## src/rtl/rgb_chain_driver.sv

```systemverilog
// rgb_chain_driver
//   Double-buffered pixel store and serial bit engine for a chain of SK6805
//   LEDs. Pixels are written into a back buffer at any time. A commit snapshots
//   the back buffer into the front buffer, and the front buffer is then shifted
//   out on LED_IO. Bits are sent G7..G0, R7..R0, B7..B0, LED 0 first. The frame
//   ends with a low latch period.
//
//   Optional feature: define RGB_BRIGHTNESS_EN to add the brightness port.
//   Each transmitted channel is then scaled to (c*brightness)>>8 at prefetch
//   time. The stored buffer contents are never modified.
//
// Ports
//   clk_100MHz  in   system clock
//   Rst         in   synchronous active-high reset
//   wr_en       in   write strobe into the back buffer
//   wr_addr     in   [5:0] LED index; indices >= NUM_LEDS are ignored
//   wr_data     in   [23:0] pixel, R[23:16] G[15:8] B[7:0]
//   commit      in   request to display the back buffer
//   brightness  in   [7:0] global scale (RGB_BRIGHTNESS_EN only)
//   busy        out  high from the first bit to the end of the latch period
//   done        out  one-cycle pulse after the latch period
//   LED_IO      out  serial data line
module rgb_chain_driver #(
  parameter int NUM_LEDS = 2,
  parameter int T0H_CYC  = 30,
  parameter int T1H_CYC  = 60,
  parameter int BIT_CYC  = 120,
  parameter int RST_CYC  = 8000
) (
  input  logic        clk_100MHz,
  input  logic        Rst,
  input  logic        wr_en,
  input  logic [5:0]  wr_addr,
  input  logic [23:0] wr_data,
  input  logic        commit,
`ifdef RGB_BRIGHTNESS_EN
  input  logic [7:0]  brightness,
`endif
  output logic        busy,
  output logic        done,
  output logic        LED_IO
);

  localparam int CNT_MAX = (BIT_CYC > RST_CYC) ? BIT_CYC : RST_CYC;
  localparam int CW      = $clog2(CNT_MAX);
  localparam int IW      = (NUM_LEDS > 1) ? $clog2(NUM_LEDS) : 1;

  localparam logic [CW-1:0] BIT_LAST = CW'(BIT_CYC - 1);
  localparam logic [CW-1:0] RST_LAST = CW'(RST_CYC - 1);
  localparam logic [CW-1:0] T0_LAST  = CW'(T0H_CYC - 1);
  localparam logic [CW-1:0] T1_LAST  = CW'(T1H_CYC - 1);
  localparam logic [IW-1:0] LAST_LED = IW'(NUM_LEDS - 1);

  typedef enum logic [1:0] {IDLE, SEND_HIGH, SEND_LOW, LATCH} state_t;

  state_t         state_reg, state_next;
  logic [23:0]    back_reg  [NUM_LEDS];
  logic [23:0]    front_reg [NUM_LEDS];
  logic           pending_reg;
  logic [CW-1:0]  cyc_reg;        // position inside the bit period / latch
  logic [4:0]     bit_reg;        // bit index inside the current LED
  logic [IW-1:0]  led_idx_reg;
  logic [23:0]    shift_reg;      // current pixel in wire order, MSB out first
  logic [23:0]    prefetch_reg;   // next pixel in wire order
  logic           led_io_reg, busy_reg, done_reg;

  logic           start, bit_end, latch_end;
  logic           led_io_next, busy_next, done_next;
  logic [CW-1:0]  high_last;
  logic [IW-1:0]  next_idx;
  logic [23:0]    grb_start, grb_next, start_pix, next_pix;

  function automatic logic [23:0] wire_order(input logic [23:0] rgb);
    return {rgb[15:8], rgb[23:16], rgb[7:0]};
  endfunction

  assign next_idx  = (led_idx_reg == LAST_LED) ? '0 : led_idx_reg + IW'(1);
  // The first pixel comes straight from the back buffer, because the front
  // buffer is only being loaded on the same edge that the frame starts.
  assign grb_start = wire_order(back_reg[0]);
  assign grb_next  = wire_order(front_reg[next_idx]);
  assign high_last = shift_reg[23] ? T1_LAST : T0_LAST;

`ifdef RGB_BRIGHTNESS_EN
  genvar gi;
  generate
    for (gi = 0; gi < 3; gi++) begin : g_scale
      logic [15:0] prod_start, prod_next;
      assign prod_start = 16'(grb_start[gi*8 +: 8]) * 16'(brightness);
      assign prod_next  = 16'(grb_next[gi*8 +: 8]) * 16'(brightness);
      assign start_pix[gi*8 +: 8] = prod_start[15:8];
      assign next_pix[gi*8 +: 8]  = prod_next[15:8];
    end
  endgenerate
`else
  assign start_pix = grb_start;
  assign next_pix  = grb_next;
`endif

  // Next state and output decode
  always_comb begin
    state_next  = state_reg;
    start       = 1'b0;
    bit_end     = 1'b0;
    latch_end   = 1'b0;
    case (state_reg)
      IDLE: begin
        // The cycle that carries done is the frame boundary. A queued frame
        // therefore starts from the following IDLE cycle.
        if (pending_reg && !done_reg) begin
          start      = 1'b1;
          state_next = SEND_HIGH;
        end
      end
      SEND_HIGH: begin
        if (cyc_reg == high_last) state_next = SEND_LOW;
      end
      SEND_LOW: begin
        if (cyc_reg == BIT_LAST) begin
          bit_end = 1'b1;
          if (bit_reg == 5'd23 && led_idx_reg == LAST_LED) state_next = LATCH;
          else state_next = SEND_HIGH;
        end
      end
      LATCH: begin
        if (cyc_reg == RST_LAST) begin
          latch_end  = 1'b1;
          state_next = IDLE;
        end
      end
      default: state_next = IDLE;
    endcase
    led_io_next = (state_next == SEND_HIGH);
    busy_next   = (state_next != IDLE);
    done_next   = latch_end;
  end

  always_ff @(posedge clk_100MHz) begin
    if (Rst) begin
      state_reg  <= IDLE;
      led_io_reg <= 1'b0;
      busy_reg   <= 1'b0;
      done_reg   <= 1'b0;
    end else begin
      state_reg  <= state_next;
      led_io_reg <= led_io_next;
      busy_reg   <= busy_next;
      done_reg   <= done_next;
    end
  end

  // Bit engine datapath
  always_ff @(posedge clk_100MHz) begin
    if (Rst) begin
      pending_reg  <= 1'b0;
      cyc_reg      <= '0;
      bit_reg      <= '0;
      led_idx_reg  <= '0;
      shift_reg    <= '0;
      prefetch_reg <= '0;
    end else begin
      pending_reg <= commit | (pending_reg & ~start);
      if (state_reg == IDLE || bit_end || latch_end) cyc_reg <= '0;
      else cyc_reg <= cyc_reg + CW'(1);

      if (start) begin
        bit_reg     <= '0;
        led_idx_reg <= '0;
        shift_reg   <= start_pix;
      end else if (bit_end) begin
        if (bit_reg == 5'd23) begin
          bit_reg     <= '0;
          led_idx_reg <= next_idx;
          shift_reg   <= prefetch_reg;
        end else begin
          bit_reg   <= bit_reg + 5'd1;
          shift_reg <= shift_reg << 1;
        end
      end

      // The front buffer is stable for the whole frame. Refreshing the prefetch
      // through every low phase therefore leaves it valid at the LED boundary.
      if (state_reg == SEND_LOW) prefetch_reg <= next_pix;
    end
  end

  // Pixel buffers
  always_ff @(posedge clk_100MHz) begin
    if (Rst) begin
      for (int i = 0; i < NUM_LEDS; i++) begin
        back_reg[i]  <= '0;
        front_reg[i] <= '0;
      end
    end else begin
      for (int i = 0; i < NUM_LEDS; i++) begin
        if (wr_en && wr_addr == 6'(i)) back_reg[i] <= wr_data;
        if (start) front_reg[i] <= back_reg[i];
      end
    end
  end

  assign LED_IO = led_io_reg;
  assign busy   = busy_reg;
  assign done   = done_reg;

endmodule

```

## config.mk

```make
export PLATFORM = sky130hd
export DESIGN_NAME = rgb_chain_driver
export DESIGN_NICKNAME = d
export VERILOG_FILES = /design/src/rtl/rgb_chain_driver.sv
export SDC_FILE = /design/constraint.sdc
export NUM_CORES = 1
export LEC_CHECK = 0
export ABC_AREA = 1
export BUFFER_PORTS_ARGS = -buffer_cell sky130_fd_sc_hd__buf_2
export CAP_MARGIN = 20
export CORE_MARGIN = 2
export CORE_UTILIZATION = 60
export DETAILED_ROUTE_END_ITERATION = 16
export HOLD_SLACK_MARGIN = 0.15
export PLACE_DENSITY_LB_ADDON = 0.1
export SLEW_MARGIN = 15
export SYNTH_ARGS = -nofsm -noshare
export SYNTH_HDL_FRONTEND = slang
export SYNTH_SLANG_ARGS = --single-unit
export TNS_END_PERCENT = 1
```

## constraint.sdc

```tcl
create_clock -name clk_100MHz -period 3.5 [get_ports clk_100MHz]
set_input_delay 0 -clock clk_100MHz [delete_from_list [all_inputs] [get_ports clk_100MHz]]
set_output_delay 0 -clock clk_100MHz [all_outputs]
set_load 0.005 [all_outputs]
```

After elaboration in Yosys (flattened, before gate mapping) --
Memories as Yosys holds them, arrays and structs flattened. A register that Yosys moved wholly into a read port is not among the register bits. Index checks and enable logic that the tools add are counted.
Cells by class: add/subtract/negate cells 3, eq/ne operators 9, mux-type cells 33, bitwise gates (word level) 7, reductions and logical operators 14
Operators with widths (count):
- $mux W24 | 7
- $mux W1 | 18
- $add A13 B1 Y13 const B | 1
- $eq A13 B13 Y1 const B | 1
- $eq A13 B6 Y1 | 1
- $eq A13 B7 Y1 const B | 1
- $mux W2 | 5
- $pmux W2 S4 | 1
- $eq A6 B1 Y1 const B | 1
- $logic_not A6 Y1 | 1
- $mux W6 | 1
- $add A5 B1 Y5 const B | 1
- $eq A5 B5 Y1 const B | 1
- $mux W5 | 1
- $or A1 B1 Y1 | 5
- $eq A2 B1 Y1 const B | 2
- $eq A2 B2 Y1 const B | 2
- $logic_and A1 B1 Y1 | 4
- $reduce_bool A2 Y1 | 2
- $reduce_or A2 Y1 | 2
- $logic_not A2 Y1 | 1
- $logic_or A1 B1 Y1 | 2
- $reduce_and A2 Y1 | 1
- $add A1 B1 Y1 const B | 1
- other kinds (3) | 3
Storage, ports and cells: register bits after elaboration 49, bits in writable memories 96, output and inout bits 3, word-level logic and storage cells 77, memories 2
Memories:
- back_reg | depth 2, width 24, read ports 2, clocked after memory_dff 0, wr ports 2, RTL line 57 | logic [23:0] back_reg [NUM_LEDS];
- front_reg | depth 2, width 24, read ports 1, clocked after memory_dff 1, wr ports 2, RTL line 58 | logic [23:0] front_reg [NUM_LEDS];

Logic depth before layout (Yosys ltp) --
depth after elaboration 8, mapped depth 12

Least setup slack after synthesis --
Ideal clock, no wire load.
kind input-to-reg, start point input wr_addr[5], end point memory back_reg[0][0], enable pin, arrival time 2.009 ns, required time 3.058 ns, path slack 1.048 ns, cell stages on the path 3, buffers on the path 0, cells stage by stage nor2_1 nand2_1 o31ai_1
RTL lines:
- start: declaration | RTL line 33 | input logic [5:0] wr_addr,
- end: declaration | RTL line 57

==> flow_summary_export.csv <==
group,metric,value,unit
timing,final-setup-viol-count,0,
clock_network,cts_hold_buf,28,
yosys,synth-seq-cells,169,
floorplanning,dieWidth,112.6,µm
yosys,synth.yosys.warnings,0,
layout,postLayoutCoreUtil,71.07,%
drt,dr_total_vias,5357,
setup_path,cp-startpoint,"state_reg[0]$_SDFF_PP0_",
yosys,synth_compound_area_share,10.70,%
placed_design,buffer_ports.inserted,36,
timing,worst_slew_pin_slew,0.8263,ns
global_routing,grt_remaining_overflow,0,
worst_hold_path,hold_path.class,"in -> reg",
clock_network,numCtsBuffers,17,
setup_path,start_kind,"flip-flop",
yosys,synth-simple-area-share,18.49,%
power_and_ir_drop,ir_drop,0.4913,mV
setup_path,timing.critical_path.arrival,2.40,ns
power_and_ir_drop,power_per_cell_area,517.7,mW/mm²
layout,final_layout_size_suffix_gt1_share,11.49,%
drt,wirelength,14600,µm
placed_design,placement.setup.worst_slack,1.183,ns
floorplanning,fp.coreArea,0.01147,mm²
yosys,muxShareOfSynthArea,0,%
clock_network,cts.path.max_buffers,2,
floorplanning,design.die.area,0.01267,mm²
clock_network,cts_post_setup_buffers_inserted,0,
clock_network,cts.root.buffer_cell,"sky130_fd_sc_hd__clkbuf_16",
clock_network,clock_insertion_delay_worst_skew,0.42,ns
clock_network,clkSlewWorstSetupHoldPaths,0.06,ns
yosys,ys_seq_area_share,61.42,%
floorplanning,placementRows,39,
floorplanning,top_level_ports,37,
clock_network,clock-sinks,169,
floorplanning,initial_core_util,61.68,%
yosys,synthesis.instances,778,
setup_path,crit_fanout,42,
global_routing,grt_antenna_before_repair,0,
yosys,synthXorXnorAreaFrac,0.6191,%
drt,route.detailed.wl_per_inst,14.79,µm
setup_path,critPathRequiredTime,3.61,ns
timing,rsz0062_at_grt,"false",
timing,post-route-worst-setup-slack,1.210,ns
yosys,synth_fa_ha_area_share,0.3538,%
timing,fin_worst_skew,0.008654,ns
floorplanning,chipHeight,112.6,µm
clock_network,cts_repair_resize_count,0,
timing,hold_violations,0,
drt,route.antenna.remaining_nets,0,
yosys,synth_top_family_by_area,"simple AND/OR/NAND/NOR gates",
yosys,syn_area_per_cell,9.091,µm²
layout,final_net_count,867,
clock_network,cts-htree-levels,4,
layout,layout-area-overhead-vs-synth,15.23,%
layout,nFillCells,856,
timing,slew-limit-headroom,44.92,%
clock_network,tritoncts,"built",
timing,final-max-slew-violation-count,0,
timing,period_minus_slack,2.290,ns
global_routing,grt_pass1_vias,5073,
worst_hold_path,hold_path_startpoint,"wr_en",
power_and_ir_drop,total_leakage_power,3.398,nW
timing,maximum_clock_rate,0.4367,GHz
yosys,synth.top_cells.by_area,"sky130_fd_sc_hd__edfxtp_1 41%, sky130_fd_sc_hd__dfxtp_1 21%, sky130_fd_sc_hd__nor2_1 7.6%",
yosys,synthesis.area,0.007073,mm²
yosys,ys_types,33,
layout,area.sequential,0.004344,mm²
yosys,yosysTopAreaCellShare,40.76,%
drt,drtIter0Drc,599,
layout,insertedDiodeCount,0,
setup_path,end_kind,"flip-flop",
drt,firstDrtPassIters,6,
timing,min_period_over_period,65.43,%
yosys,synth_top_area_cell,"sky130_fd_sc_hd__edfxtp_1",
setup_path,regToRegStartpoint,"state_reg[0]$_SDFF_PP0_",
placed_design,dpl.hpwl,9382,µm
placed_design,routabilityCongestion,0.8229,
setup_path,critPathKind,"reg -> reg",
global_routing,track_usage,24.47,%
global_routing,grt_max_degree,52,
timing,setup_total_negative_slack,0,ns
drt,drt_drc_violations_left,0,
drt,route.detailed.vias_per_inst,5.428,
global_routing,first_pass_grt_wire_length,24400,µm
flow_run,max_cap_viol_count,0,
status,run_status,"finished, final reports clean",
yosys,mappedNetlistNets,814,
layout,multi_input_area,0.002158,mm²
[cells in the final DEF, fill, tap and decap left out, drive strengths merged]
cell | Yosys | final
buf | 18 | 44
or2 | 1 | 1
a21oi | 64 | 64
inv | 101 | 105
o21ai | 85 | 85
nor3 | 12 | 12
nand2 | 118 | 118
dfxtp | 73 | 73
xor2 | 5 | 5
or3 | 1 | 1
nor2 | 149 | 149
o31ai | 1 | 1
ha | 2 | 2
dlygate4sd3 | 0 | 28
nand3 | 28 | 28
edfxtp | 96 | 96
clkinvlp | 0 | 2
nand4 | 2 | 2
clkinv | 2 | 4
clkbuf | 20 | 24
[metal layers]
layer	vias up	track usage, %	part of all wire, %
li1	2629	-	-
met1	2501	33.81	45
met2	206	38.16	47
met3	21	6.317	6.7
met4	0	8.130	1.4
met5	-	0	0
[critical path: stages, from the launching register on]
cell and delay [ns]:
sky130_fd_sc_hd__dfxtp_1 0.38, sky130_fd_sc_hd__nor2_1 0.18, sky130_fd_sc_hd__nand2_2 0.28, sky130_fd_sc_hd__inv_2 0.48, sky130_fd_sc_hd__nor2_2 0.10, sky130_fd_sc_hd__inv_2 0.26
sky130_fd_sc_hd__buf_12 0.27
[where the power goes]
group          leakage, nW  internal, mW  switching [mW]
registers             1.56          2.21          0.0438
clock network        0.262         0.971           0.740
logic                 1.57        0.0965           0.162
[worst paths after layout]
kind | endpoint | slack (ns) | cells after the start
setup / recovery | front_reg[0][18]$_SDFFCE_PN0P_ | 1.21 | 6
hold / removal | back_reg[0][20]$_DFFE_PP_ | 0.20 | 3
setup reg to reg | front_reg[0][18]$_SDFFCE_PN0P_ | 1.21 | 6
hold reg to reg | shift_reg[0]$_SDFFE_PP0P_ | 0.47 | 2
[cell type report]
cell class | count | area share (%)
clock buffer | 24 | 5.910
clock inverter | 8 | 0.7369
inverter | 103 | 4.744
multi-input combinational | 468 | 26.48
sequential | 169 | 53.30
tap | 143 | 2.195
timing repair buffer | 72 | 6.632
[cell usage after synthesis]
master,instances
sky130_fd_sc_hd__a21oi_2,1
sky130_fd_sc_hd__nand3_4,1
sky130_fd_sc_hd__buf_4,1
sky130_fd_sc_hd__inv_2,4
sky130_fd_sc_hd__nor3_2,5
sky130_fd_sc_hd__nor3_1,7
sky130_fd_sc_hd__nand3_2,1
sky130_fd_sc_hd__nand2_1,114
sky130_fd_sc_hd__a21oi_1,63
sky130_fd_sc_hd__nand3_1,26
sky130_fd_sc_hd__o31ai_1,1
sky130_fd_sc_hd__edfxtp_1,96
sky130_fd_sc_hd__o21ai_1,10
sky130_fd_sc_hd__or3_1,1
sky130_fd_sc_hd__inv_1,97
sky130_fd_sc_hd__o21ai_0,75
sky130_fd_sc_hd__buf_1,2
sky130_fd_sc_hd__buf_2,10
sky130_fd_sc_hd__buf_8,3
sky130_fd_sc_hd__clkbuf_1,19
sky130_fd_sc_hd__nand2_2,3
sky130_fd_sc_hd__clkbuf_2,1
sky130_fd_sc_hd__ha_1,2
sky130_fd_sc_hd__or2_2,1
sky130_fd_sc_hd__dfxtp_1,73
sky130_fd_sc_hd__nor2_4,2
sky130_fd_sc_hd__buf_6,2
sky130_fd_sc_hd__nor2_2,3
sky130_fd_sc_hd__nor2_1,144
sky130_fd_sc_hd__nand2_4,1
sky130_fd_sc_hd__nand4_1,2
sky130_fd_sc_hd__xor2_1,5
sky130_fd_sc_hd__clkinv_1,2
[per-stage QoR]
| step | instances | hold WS, ns | total power, mW | cell area [µm²] |
|---|---|---|---|---|
| after floorplan | 778 | 0.1174 | 2.448 | 7073 |
| after global placement | 926 | 0.2342 | 2.514 | 7306 |
| after detailed placement | 927 | 0.2447 | 2.526 | 7328 |
| after CTS | 987 | 0.1857 | 4.237 | 8150 |
| after global routing | 987 | 0.2145 | 4.366 | 8150 |
| final | 987 | 0.2004 | 4.219 | 8150 |
[cells by family after synthesis]
family                   after synthesis
AO/OA/AOI/OAI                        150
buffers and inverters                141
AND/OR/NAND/NOR                      311
adder cells (fa/ha/maj)                2
flip-flops                           169
XOR/XNOR                               5
No activity file was read; power rests on OpenSTA's default activity.
